[src/rtl/enable_seq_pkg.sv]
// Shared definitions for the staged-enable sequencer: state encoding,
// default geometry and the thermometer mask helper.
package enable_seq_pkg;

   localparam int N_STAGES_DEF = 4;
   localparam int HOLD_W_DEF   = 4;
   localparam int REP_W_DEF    = 4;

   typedef enum logic [2:0] {
      S_IDLE = 3'd0,
      S_ARM  = 3'd1,
      S_STEP = 3'd2,
      S_GAP  = 3'd3,
      S_DONE = 3'd4
   } state_e;

   // Step k enables stage k and every stage above it.
   function automatic logic [N_STAGES_DEF-1:0] therm_mask(input int k);
      logic [N_STAGES_DEF-1:0] m;
      m = '1;
      return m << k;
   endfunction

endpackage

[src/rtl/enable_sequencer_if.sv]
// Control/status bundle between the test logic and the enable sequencer.
interface enable_sequencer_if
   import enable_seq_pkg::*;
#(
   parameter int N_STAGES = N_STAGES_DEF,
   parameter int HOLD_W   = HOLD_W_DEF,
   parameter int REP_W    = REP_W_DEF,
   parameter int STEP_W   = $clog2(N_STAGES)
);

   logic                start;
   logic                abort;
   logic [HOLD_W-1:0]   hold_cycles;
   logic [REP_W-1:0]    repeat_cnt;
   logic                trg;
   logic [N_STAGES-1:0] ena;
   logic                busy;
   logic                done;
   logic [STEP_W-1:0]   step_idx;
   logic [REP_W-1:0]    round_idx;

   modport master (
      output start, abort, hold_cycles, repeat_cnt,
      input  trg, ena, busy, done, step_idx, round_idx
   );

   modport slave (
      input  start, abort, hold_cycles, repeat_cnt,
      output trg, ena, busy, done, step_idx, round_idx
   );

endinterface

[src/rtl/enable_therm_mask.sv]
// Combinational step index to thermometer enable mask decoder.
module enable_therm_mask #(
   parameter int N_STAGES = 4,
   parameter int STEP_W   = $clog2(N_STAGES)
) (
   input  logic [STEP_W-1:0]   k,
   output logic [N_STAGES-1:0] mask
);

   logic [N_STAGES-1:0] ones;

   assign ones = '1;
   assign mask = ones << k;

endmodule

[src/rtl/enable_sequencer.sv]
// Sequences trg and a shrinking thermometer enable mask over a programmable
// number of hold cycles per step and rounds per run.
//
//  state | meaning
//  IDLE  | waiting for start; counters cleared
//  ARM   | one cycle, trg high, mask off
//  STEP  | mask step k held for hold+1 cycles
//  GAP   | one cycle between rounds, trg high, mask off
//  DONE  | one-cycle done pulse, then IDLE
module enable_sequencer
   import enable_seq_pkg::*;
#(
   parameter int N_STAGES = N_STAGES_DEF,
   parameter int HOLD_W   = HOLD_W_DEF,
   parameter int REP_W    = REP_W_DEF,
   parameter int STEP_W   = $clog2(N_STAGES)
) (
   input  logic               clk,
   input  logic               rst_n,
   enable_sequencer_if.slave  bus
);

   localparam logic [STEP_W-1:0] K_LAST = STEP_W'(N_STAGES - 1);

   state_e              state_q, state_d;
   logic [STEP_W-1:0]   k_q, k_d;
   logic [HOLD_W-1:0]   hold_cnt_q, hold_cnt_d;
   logic [HOLD_W-1:0]   hold_lat_q, hold_lat_d;
   logic [REP_W-1:0]    rep_lat_q, rep_lat_d;
   logic [REP_W-1:0]    round_q, round_d;
   logic                trg_q, trg_d;
   logic                busy_q, busy_d;
   logic                done_q, done_d;
   logic [N_STAGES-1:0] ena_q, ena_d;
   logic [N_STAGES-1:0] mask_d;
   logic                running;

   enable_therm_mask #(
      .N_STAGES (N_STAGES),
      .STEP_W   (STEP_W)
   ) u_mask (
      .k    (k_d),
      .mask (mask_d)
   );

   assign running = (state_q == S_ARM) || (state_q == S_STEP) || (state_q == S_GAP);

   always_comb begin
      state_d    = state_q;
      k_d        = k_q;
      hold_cnt_d = hold_cnt_q;
      hold_lat_d = hold_lat_q;
      rep_lat_d  = rep_lat_q;
      round_d    = round_q;

      case (state_q)
         S_IDLE: begin
            if (bus.start && !bus.abort) begin
               hold_lat_d = bus.hold_cycles;
               rep_lat_d  = bus.repeat_cnt;
               state_d    = S_ARM;
            end
         end
         S_ARM, S_GAP: begin
            state_d    = S_STEP;
            k_d        = '0;
            hold_cnt_d = '0;
         end
         S_STEP: begin
            if (hold_cnt_q == hold_lat_q) begin
               hold_cnt_d = '0;
               if (k_q == K_LAST) begin
                  k_d = '0;
                  if (round_q == rep_lat_q) begin
                     state_d = S_DONE;
                  end else begin
                     round_d = round_q + 1'b1;
                     state_d = S_GAP;
                  end
               end else begin
                  k_d = k_q + 1'b1;
               end
            end else begin
               hold_cnt_d = hold_cnt_q + 1'b1;
            end
         end
         S_DONE: begin
            state_d = S_IDLE;
            round_d = '0;
         end
         default: begin
            state_d = S_IDLE;
            k_d     = '0;
            round_d = '0;
         end
      endcase

      // Abort cuts a run short without a done pulse; DONE finishes regardless.
      if (bus.abort && running) begin
         state_d    = S_IDLE;
         k_d        = '0;
         hold_cnt_d = '0;
         round_d    = '0;
      end

      trg_d  = (state_d == S_ARM) || (state_d == S_STEP) || (state_d == S_GAP);
      busy_d = trg_d;
      done_d = (state_d == S_DONE);
      ena_d  = (state_d == S_STEP) ? mask_d : '0;
   end

   always_ff @(posedge clk or negedge rst_n) begin
      if (!rst_n) begin
         state_q    <= S_IDLE;
         k_q        <= '0;
         hold_cnt_q <= '0;
         hold_lat_q <= '0;
         rep_lat_q  <= '0;
         round_q    <= '0;
         trg_q      <= 1'b0;
         busy_q     <= 1'b0;
         done_q     <= 1'b0;
         ena_q      <= '0;
      end else begin
         state_q    <= state_d;
         k_q        <= k_d;
         hold_cnt_q <= hold_cnt_d;
         hold_lat_q <= hold_lat_d;
         rep_lat_q  <= rep_lat_d;
         round_q    <= round_d;
         trg_q      <= trg_d;
         busy_q     <= busy_d;
         done_q     <= done_d;
         ena_q      <= ena_d;
      end
   end

   assign bus.trg       = trg_q;
   assign bus.busy      = busy_q;
   assign bus.done      = done_q;
   assign bus.ena       = ena_q;
   assign bus.step_idx  = k_q;
   assign bus.round_idx = round_q;

endmodule

[src/flat_wrapper.sv]
// flat-port wrapper written by rule: the top's interface ports become plain ports
module enable_sequencer_flat import enable_seq_pkg::*;
#(
   parameter int N_STAGES = N_STAGES_DEF,
   parameter int HOLD_W   = HOLD_W_DEF,
   parameter int REP_W    = REP_W_DEF,
   parameter int STEP_W   = $clog2(N_STAGES)
)
  (clk, rst_n, bus_start, bus_abort, bus_hold_cycles, bus_repeat_cnt, bus_trg, bus_ena, bus_busy, bus_done, bus_step_idx, bus_round_idx);
  enable_sequencer_if #(.N_STAGES(N_STAGES), .HOLD_W(HOLD_W), .REP_W(REP_W), .STEP_W(STEP_W)) bus_i ();
  input  logic clk;
  input  logic rst_n;
  input wire logic [$bits(bus_i.start)-1:0] bus_start;
  input wire logic [$bits(bus_i.abort)-1:0] bus_abort;
  input wire logic [$bits(bus_i.hold_cycles)-1:0] bus_hold_cycles;
  input wire logic [$bits(bus_i.repeat_cnt)-1:0] bus_repeat_cnt;
  output wire logic [$bits(bus_i.trg)-1:0] bus_trg;
  output wire logic [$bits(bus_i.ena)-1:0] bus_ena;
  output wire logic [$bits(bus_i.busy)-1:0] bus_busy;
  output wire logic [$bits(bus_i.done)-1:0] bus_done;
  output wire logic [$bits(bus_i.step_idx)-1:0] bus_step_idx;
  output wire logic [$bits(bus_i.round_idx)-1:0] bus_round_idx;
  assign bus_i.start = bus_start;
  assign bus_i.abort = bus_abort;
  assign bus_i.hold_cycles = bus_hold_cycles;
  assign bus_i.repeat_cnt = bus_repeat_cnt;
  assign bus_trg = bus_i.trg;
  assign bus_ena = bus_i.ena;
  assign bus_busy = bus_i.busy;
  assign bus_done = bus_i.done;
  assign bus_step_idx = bus_i.step_idx;
  assign bus_round_idx = bus_i.round_idx;
  enable_sequencer #(.N_STAGES(N_STAGES), .HOLD_W(HOLD_W), .REP_W(REP_W), .STEP_W(STEP_W)) u_core (.clk(clk), .rst_n(rst_n), .bus(bus_i));
endmodule
[config.mk]
export PLATFORM = sky130hd
export DESIGN_NAME = enable_sequencer_flat
export DESIGN_NICKNAME = d
export VERILOG_FILES = /design/src/rtl/enable_seq_pkg.sv /design/src/rtl/enable_sequencer_if.sv /design/src/rtl/enable_therm_mask.sv /design/src/rtl/enable_sequencer.sv /design/src/flat_wrapper.sv
export SDC_FILE = /design/constraint.sdc
export NUM_CORES = 1
export LEC_CHECK = 0
export ABC_AREA = 1
export CORE_MARGIN = 2
export CORE_UTILIZATION = 52
export CTS_CLUSTER_SIZE = 25
export DETAILED_ROUTE_END_ITERATION = 8
export PLACE_DENSITY_LB_ADDON = 0.15
export SETUP_SLACK_MARGIN = 0.15
export SLEW_MARGIN = 10
export SYNTH_ARGS = -nofsm -noshare
export SYNTH_HDL_FRONTEND = slang
export SYNTH_SLANG_ARGS = --single-unit
[constraint.sdc]
create_clock -name clk -period 1.7 [get_ports clk]
set_clock_uncertainty 0.15 [all_clocks]
set_input_delay 0.255 -clock clk [delete_from_list [all_inputs] [get_ports clk]]
set_output_delay 0.255 -clock clk [all_outputs]
set_load 0.05 [all_outputs]
Yosys cells after proc, flatten, opt, wreduce, memory -nomap -nowiden
Index checks and enable logic that the tools add are counted. Widths: inputs -> output; s select.

Register bits after elaboration: 27. Bits of input ports: 12. Word-level logic and storage cells: 61.

Add/subtract/negate cells: 3. Equal/unequal tests: 15. Shift-type cells: 1. Mux-type cells: 19. Reductions and logical operators: 14.

Operator list (count): $mux 4 (7); $pmux 4 s2 (2); $mux 3 (5); $eq 3x2->1 const B (4); $ne 3x3->1 const B (3); $pmux 3 s3 (1); $add 4x1->4 const B (2); $eq 4x4->1 (2); $eq 3x1->1 const B (2); $eq 3x3->1 const B (2); $mux 2 (3); $logic_or 1x1->1 (4); $pmux 2 s2 (1); $reduce_and 4->1 (1); $reduce_or 2->1 (2); $shl 4x2->4 const A (1); $logic_not 3->1 (1); $reduce_bool 3->1 (1); $reduce_or 3->1 (1); $add 2x1->2 const B (1); $eq 2x2->1 const B (1); $logic_and 1x1->1 (2); $ne 2x1->1 const B (1); $reduce_and 2->1 (1); $logic_not 1->1 (1).

Logic depth before layout (Yosys ltp)
Gate-level depths: netlist of run 1.

Word-level depth: 9. Gate-level depth with buffers: 12. Mapped depth without buffers: 12.

By module
From an unflattened synthesis of run 1, not the netlist that was laid out.

Cells, all modules: 184. Area total of the unflattened synthesis: 1498.9 um2.

Modules (own cells, without submodules): enable_sequencer (instances 1, cells each 179, area an instance 1476.4 um2, seq. area each 675.6 um2); enable_therm_mask (instances 1, cells each 5, area an instance 22.5 um2, seq. area each 0.0 um2).

Worst setup path before layout of run 1
Ideal clock, no wire load.

Path type: flip-flop to flip-flop. Start point: reg u_core.round_q[2], in the netlist u_core.bus.round_idx[2]. End point: reg u_core.round_q[0], in the netlist u_core.bus.round_idx[0]. Setup time: 0.118 ns. Arrival: 1.520 ns. Data required time: 1.432 ns. Path slack: -0.088 ns. Stages on the path, launching flop included: 9. Path buffers: 0. Clock period less this slack: 1.788 ns. Cells stage by stage: dfrtp_1 -> xnor2_1 -> nand2_1 -> nor2_1 -> o21ai_0 -> nand2_1 -> nand2_1 -> nand3b_1 -> nand2_1.

Longest elaborated chain between the ends: 3.

Ends and longest elaborated chain: start: declaration (RTL line enable_sequencer.sv:30) `logic [REP_W-1:0] round_q, round_d;`; start signal: assignment (RTL line enable_sequencer.sv:130) `round_q <= round_d;`; $eq 4x4->1 (RTL line enable_sequencer.sv:74) `if (round_q == rep_lat_q) begin`; $ne 3x3->1 (no source line); $reduce_and 4->1 (no source line).

Every way passes these cells. A chain may end at the register's enable or synchronous reset.

Worst setup path in the final report of run 1
Start point: reg u_core.hold_cnt_q[1]. End point: reg u_core.ena_q[1], in the netlist u_core.bus.ena[1].

Longest elaborated chain between the ends: 6.

Ends and longest elaborated chain: start: declaration (RTL line enable_sequencer.sv:27) `logic [HOLD_W-1:0] hold_cnt_q, hold_cnt_d;`; start signal: assignment (RTL line enable_sequencer.sv:127) `hold_cnt_q <= hold_cnt_d;`; $eq 4x4->1 (*) (RTL line enable_sequencer.sv:70) `if (hold_cnt_q == hold_lat_q) begin`; $mux 2 or $mux 3 (tied branches) (RTL line enable_sequencer.sv:70); $pmux 2 s2 or $pmux 3 s3 (tied branches) (RTL line enable_sequencer.sv:56) `case (state_q)`; $mux 2 or $mux 3 (tied branches) (RTL line enable_sequencer.sv:99) `if (bus.abort && running) begin`; $shl 4x2->4 or $eq 3x2->1 (tied branches) (RTL line enable_therm_mask.sv:13, enable_sequencer.sv:109); $mux 4 (*) (RTL line enable_sequencer.sv:109) `ena_d = (state_d == S_STEP) ? mask_d : '0;`; via u_core.ena_d[1] (RTL line enable_sequencer.sv:34) `logic [N_STAGES-1:0] ena_q, ena_d;`; end signal: assignment (RTL line enable_sequencer.sv:134) `ena_q <= ena_d;`; end: declaration (RTL line enable_sequencer.sv:34).

The timed path passes the listed nets; every way through them passes the cells marked *.

==> results of run 1 <==
## worst max-delay path, stage by stage (launching register included)
cell and delay, ns:
dfrtp_1 0.44, nand2_1 0.09, nand2_2 0.06, nor2_4 0.16
nand2_4 0.11, nor2_8 0.12, nand2_4 0.08, nand3_4 0.09
nand4_4 0.12, nor2_1 0.12
## flip-flops by register name (all words and copies together) (netlist names)
signal,flops
u_core.bus.ena,4
u_core.bus.round_idx,4
u_core.bus.step_idx,2
u_core.state_q,3
u_core.hold_lat_q,4
u_core.hold_cnt_q,4
u_core.bus.done,1
u_core.rep_lat_q,4
u_core.bus.trg,1
## routing by layer
metal	up-vias	GRT usage	wire length (um)
li1	613	-	-
met1	568	0.260	1330
met2	32	0.366	1570
met3	8	0.0317	129
met4	0	0.120	75
met5	-	0	0
## final cells by class
type | instances | area, sq um | area share
multi-input combinational | 111 | 761 | 0.375
clock inverter | 1 | 5.00 | 0.00246
inverter | 26 | 100 | 0.0493
timing repair buffer | 43 | 420 | 0.207
clock buffer | 3 | 22.5 | 0.0111
tap | 31 | 38.8 | 0.0191
sequential | 27 | 683 | 0.336
## worst paths after layout
check,start,to,slack (ns),depth (start not counted)
min reg2reg,u_core.rep_lat_q[2]$_DFFE_PN0P_,u_core.rep_lat_q[2]$_DFFE_PN0P_,0.39,1
max,u_core.hold_cnt_q[1]$_DFFE_PN0P_,u_core.bus.ena[1]$_DFF_PN0_,0.1,9
max in group asynchronous,rst_n,u_core.bus.step_idx[1]$_DFF_PN0_,0.99,2
max reg2reg,u_core.hold_cnt_q[1]$_DFFE_PN0P_,u_core.bus.ena[1]$_DFF_PN0_,0.1,9
min in group clk,bus_hold_cycles[0],u_core.hold_lat_q[0]$_DFFE_PN0P_,0.33,3
min,rst_n,u_core.hold_lat_q[1]$_DFFE_PN0P_,0.13,2
## synthesized netlist by cell type, drive strengths merged, types with 2 or more instances
master	number	area (sq um)
ha	3	37.5
nand3	8	52.6
dfrtp	27	676
nor2	19	113
inv	26	97.6
o21ai	5	28.8
nand2	49	219
a21oi	7	38.8
nand4	4	55.1
mux2	4	45.0
xnor2	4	35.0
buf	2	15.0
nor3	2	10.0
## timing repair
action,4_1_cts,5_1_grt
gates resized for setup,8,21
setup endpoints to repair,16,27
setup buffers,9,4
cloned,0,0
pin swaps,1,5
hold buffers,0,0
## kinds of logic after synthesis
logic type | after synthesis | share of synthesized area
AND/OR/NAND/NOR | 86 | 0.326
buffers and inverters | 28 | 0.0767
flip-flops | 27 | 0.460
AO/OA/AOI/OAI | 13 | 0.0511
XOR/XNOR | 5 | 0.0298
multiplexers | 4 | 0.0307
adder cells (fa/ha/maj) | 3 | 0.0256
## power groups by stage
stage | Combinational (mW) | Clock [mW] | Sequential (mW)
global placement | 1.40 | 0 | 1.01
CTS | 1.57 | 0.287 | 0.981
global route | 1.86 | 0.308 | 1.02
detailed placement | 1.43 | 0 | 1.03
finish | 1.72 | 0.277 | 0.983
floorplan | 0.833 | 0 | 1.22
## cells in the final DEF, fill, tap and decap left out, types with 2 or more instances in the layout
| cell | netlist | routed |
|---|---|---|
| buf_6 | 0 | 2 |
| o21ai_0 | 3 | 2 |
| nor2_1 | 14 | 12 |
| inv_1 | 21 | 15 |
| dfrtp_1 | 27 | 21 |
| xnor2_1 | 4 | 4 |
| nand4_1 | 2 | 2 |
| inv_2 | 5 | 10 |
| a21oi_1 | 6 | 5 |
| o21ai_2 | 1 | 2 |
| buf_4 | 2 | 25 |
| mux2_2 | 4 | 4 |
| clkbuf_4 | 0 | 3 |
| nand2_1 | 41 | 31 |
| dfrtp_2 | 0 | 6 |
| nor2_2 | 1 | 3 |
| clkdlybuf4s50_1 | 0 | 11 |
| a21oi_2 | 1 | 2 |
| nand3_1 | 7 | 6 |
| buf_12 | 0 | 5 |
| nand4_4 | 2 | 2 |
| nor2_4 | 3 | 3 |
| nand2_2 | 5 | 12 |
| nand2_4 | 3 | 6 |
| ha_1 | 3 | 3 |
==> results.sh, run 1 <==
export IMPL_cts_tree="built"
export IMPL_p_seq_frac=0.330
export IMPL_whs_ns=0.126
export IMPL_grt_max_degree=28
export IMPL_grt_pass1_vias=1264
export IMPL_setup_violations=0
export IMPL_fin_crit_ns=1.60
export IMPL_boundaryPins=25
export IMPL_ys_flop_type="dfrtp_1"
export IMPL_worstSetupPathType="flop to flop"
export IMPL_htree_levels=1
export IMPL_postLayoutCoreUtil=0.749
export IMPL_yosys_warnings=0
export IMPL_numPlacedInstances=225
export IMPL_numCtsBuffers=3
export IMPL_place_ws_ns=-0.0619
export IMPL_worstMarginPinSlew_ns=0.340
export IMPL_fp_coreArea_sq_um=2710
export IMPL_drt_iter0_drc=41
export IMPL_synth_seq_cells=27
export IMPL_syn_avg_cell_area_sq_um=8.85
export IMPL_place_area_sq_um=1820
export IMPL_synth_nets=181
export IMPL_grt_overflow=0
export IMPL_syn_inst=166
export IMPL_timing_fmax_mhz=624
export IMPL_ant_nets=0
export IMPL_die_y_um=57.2
export IMPL_start_kind="flop"
export IMPL_cts_num_sinks=27
export IMPL_cp_required_ns=1.81
export IMPL_synth_area_sq_um=1470
export IMPL_grt_first_pass_wirelength_mm=5.40
export IMPL_port_buffers=24
export IMPL_clkPwrFrac=0.093
export IMPL_period_share=0.943
export IMPL_fin_nets=227
export IMPL_swShare=0.457
export IMPL_drc=0
export IMPL_track_usage=0.215
export IMPL_worstPathArrival_ns=1.72
export IMPL_ys_seq_area_frac=0.460
export IMPL_total_power_mw=2.98
export IMPL_finalMaxSlewViolations=0
export IMPL_worst_slack_ns=0.0975
export IMPL_initial_utilization=0.542
export IMPL_powerDensity_nw_per_um2=1470
export IMPL_stdcell_area_sq_um=2030
export IMPL_routabilityCongestion=0.855
export IMPL_hold_viol=0
export IMPL_synth_edf_count=0
export IMPL_row_count=19
export IMPL_async_reset_ff_frac=1.00
export IMPL_p_int_mw=1.62
export IMPL_syn_to_final_growth_pct=38.2
export IMPL_antenna_found_initial=0
export IMPL_num_vias=1221
export IMPL_clkLatencyLatePin_ns=0.33
export IMPL_slew_headroom=0.773
export IMPL_fp_dieW_um=57.2
export IMPL_tns_ns=0
export IMPL_dpl_hpwl_mm=2.17
export IMPL_maxCapViolations=0
export IMPL_cp_max_fo=5
export IMPL_peakVddDrop_mv=1.25
export IMPL_synth_cell_types=30
export IMPL_wl_per_cell_um=12.8
export IMPL_dieArea_sq_um=3270
export IMPL_wl_mm=3.11
export IMPL_rsz0062_at_grt="yes"
export IMPL_holdCritPathClass="input port to asynchronous set/reset pin"
export IMPL_critPathCaptureType="flop"
export IMPL_combPwrFrac=0.577
export IMPL_clk_path_buf_depth=2
export IMPL_clkTransAtPathRegs_ns=0.14
export IMPL_viasPerCell=5.05
export IMPL_cts_root_buf="clkbuf_4"
export IMPL_antennaDiodeCount=0
export IMPL_status="complete, no violations"
export IMPL_p_leak_nw=1.03
export IMPL_drive_gt1_frac=0.445
export IMPL_p_sw_mw=1.36
export IMPL_dr_pass1_iters=4
export IMPL_n_fill_cell=185
export IMPL_instances_no_fill=242
No activity file was read; power rests on OpenSTA's default activity.
==> run 2: changes to the inputs <==
- CORE_ASPECT_RATIO: default -> 1.75
==> run 2 against run 1 <==
Against the previous run:
- wire length up 15%
- largest power group unchanged
- utilization up 5.3 points
- clock power up 34%
- global-route usage up 1.2 points
- critical endpoint is now u_core.bus.ena[2]$_DFF_PN0_
- non-clock buffer count up 6
- flip-flop and latch count unchanged
==> results.sh, run 2 (synthesis gave the netlist of run 1 again) <==
export IMPL_cp_required_ns=1.72
export IMPL_drive_gt1_frac=0.475
export IMPL_combPwrFrac=0.578
export IMPL_clk_path_buf_depth=2
export IMPL_critPathSlowestCell="dfrtp_1"
export IMPL_dpl_hpwl_mm=2.32
export IMPL_hold_viol=0
export IMPL_track_usage=0.226
export IMPL_status="complete, no violations"
export IMPL_ant_nets=0
export IMPL_setup_violations=0
export IMPL_cpMostUsedCell="nand2_4"
export IMPL_maxCapViolations=0
export IMPL_cts_tree="built"
export IMPL_cts_root_buf="clkbuf_8"
export IMPL_grt_overflow=0
export IMPL_fp_coreArea_sq_um=2690
export IMPL_initial_utilization=0.546
export IMPL_dieArea_sq_um=3280
export IMPL_clkLatencyLatePin_ns=0.28
export IMPL_start_kind="flop"
export IMPL_routabilityCongestion=0.923
export IMPL_rsz0062_at_grt="yes"
export IMPL_hold_buffers=0
export IMPL_fin_nets=233
export IMPL_layout_commonest_cell="nand2_1"
export IMPL_antennaDiodeCount=0
export IMPL_wl_mm=3.57
export IMPL_crit_chain="nand2_1 -> nand2_2 -> nor2_4 -> nand2_4 -> nor2_8 -> nand2_4 -> nand2_4 -> nand2_4 -> nand4_4 -> nor2_1"
export IMPL_finalMaxSlewViolations=0
export IMPL_drc=0
export IMPL_grt_max_degree=28
export IMPL_period_share=0.956
export IMPL_wl_per_cell_um=14.6
export IMPL_clkTransAtPathRegs_ns=0.09
export IMPL_p_seq_frac=0.308
export IMPL_htree_levels=1
export IMPL_slew_headroom=0.768
export IMPL_p_int_mw=1.78
export IMPL_worstSetupPathType="flop to flop"
export IMPL_fin_crit_ns=1.62
export IMPL_cp_max_fo=5
export IMPL_tns_ns=0
export IMPL_n_fill_cell=167
export IMPL_worstMarginPinSlew_ns=0.349
export IMPL_holdCritPathClass="input port to asynchronous set/reset pin"
export IMPL_place_ws_ns=-0.0886
export IMPL_timing_fmax_mhz=616
export IMPL_crit_path_max_incr_delay_ns=0.41
export IMPL_numCtsBuffers=3
export IMPL_p_leak_nw=1.07
export IMPL_grt_first_pass_wirelength_mm=5.42
export IMPL_critPathCaptureType="flop"
export IMPL_worstPathArrival_ns=1.65
export IMPL_powerDensity_nw_per_um2=1510
export IMPL_dr_pass1_iters=4
export IMPL_port_buffers=24
export IMPL_whs_ns=0.187
export IMPL_swShare=0.453
export IMPL_row_count=25
export IMPL_grt_pass1_vias=1269
export IMPL_cts_num_sinks=27
export IMPL_drt_iter0_drc=15
export IMPL_worst_slack_ns=0.0756
export IMPL_final_cell_mix="nand2_1, buf_4, dfrtp_1, inv_1"
export IMPL_num_vias=1256
export IMPL_die_y_um=74.3
export IMPL_peakVddDrop_mv=1.29
export IMPL_antenna_found_initial=0
export IMPL_boundaryPins=25
export IMPL_syn_to_final_growth_pct=46.8
export IMPL_p_sw_mw=1.47
export IMPL_clkPwrFrac=0.115
export IMPL_viasPerCell=5.15
export IMPL_fp_dieW_um=44.2
run 2: cell count changes in the layout (fill, tap and decap cells not counted), moves of 2 or more:
cell and delta:
nand2_1 +2, clkbuf_4 -3, nor2_4 +5, buf_4 +6
clkbuf_8 +3, inv_2 -2, buf_12 +2, buf_6 -2
nor2_1 -6
run 2: critical path: cells and delay by family, from the launching register on:
family | cells | cell delay, ns
AND/OR/NAND/NOR | 10 | 0.94
flip-flops | 1 | 0.41
run 2: stage by stage:
stage | instances | total power [mW] | instance area (sq um) | util
after floorplan | 166 | 2.05 | 1480 | -
after global placement | 223 | 2.45 | 1850 | 0.689
after detailed placement | 223 | 2.50 | 1850 | 0.689
after CTS | 237 | 2.99 | 2010 | 0.748
after global routing | 244 | 3.42 | 2160 | 0.802
final | 244 | 3.25 | 2160 | 0.802
run 2: worst paths after layout:
path | start | end | slack [ns] | cells after the start
worst max-delay path | u_core.hold_cnt_q[1]$_DFFE_PN0P_ | u_core.bus.ena[2]$_DFF_PN0_ | 0.08 | 10
worst min-delay path | rst_n | u_core.hold_lat_q[0]$_DFFE_PN0P_ | 0.19 | 2
worst max register to register | u_core.hold_cnt_q[1]$_DFFE_PN0P_ | u_core.bus.ena[2]$_DFF_PN0_ | 0.08 | 10
worst min register to register | u_core.rep_lat_q[2]$_DFFE_PN0P_ | u_core.rep_lat_q[2]$_DFFE_PN0P_ | 0.39 | 1
max in group asynchronous | rst_n | u_core.bus.step_idx[0]$_DFF_PN0_ | 0.93 | 2
min in group clk | u_core.rep_lat_q[2]$_DFFE_PN0P_ | u_core.rep_lat_q[2]$_DFFE_PN0P_ | 0.39 | 1
run 2: what timing repair did:
action,in CTS,in global routing
pin swaps,9,9
hold endpoints to repair,0,0
cloned,0,0
setup buffers,10,7
resized for setup,12,27
endpoints found under the setup margin,21,27
run 2: final cells by class:
type                       instances  area [sq um]  share of cell area
clock buffer                       4          45.0              0.0209
inverter                          26           103              0.0476
multi-input combinational        111           810               0.375
sequential                        27           683               0.317
tap                               27          33.8              0.0157
timing repair buffer              49           483               0.224
run 2: power groups by stage:
stage	sequential, mW	clock, mW	combinational [mW]
global route	1.02	0.391	2.01
finish	1.00	0.372	1.88
floorplan	1.22	0	0.833
CTS	0.998	0.374	1.62
detailed placement	1.03	0	1.47
global placement	1.02	0	1.43
run 2: routing by layer:
metal / global-route usage / wire length [um] / up-vias
li1: - / - / 618
met1: 0.225 / 1190 / 603
met2: 0.433 / 2190 / 28
met3: 0.0364 / 106 / 7
met4: 0.111 / 75 / 0
met5: 0 / 0 / -
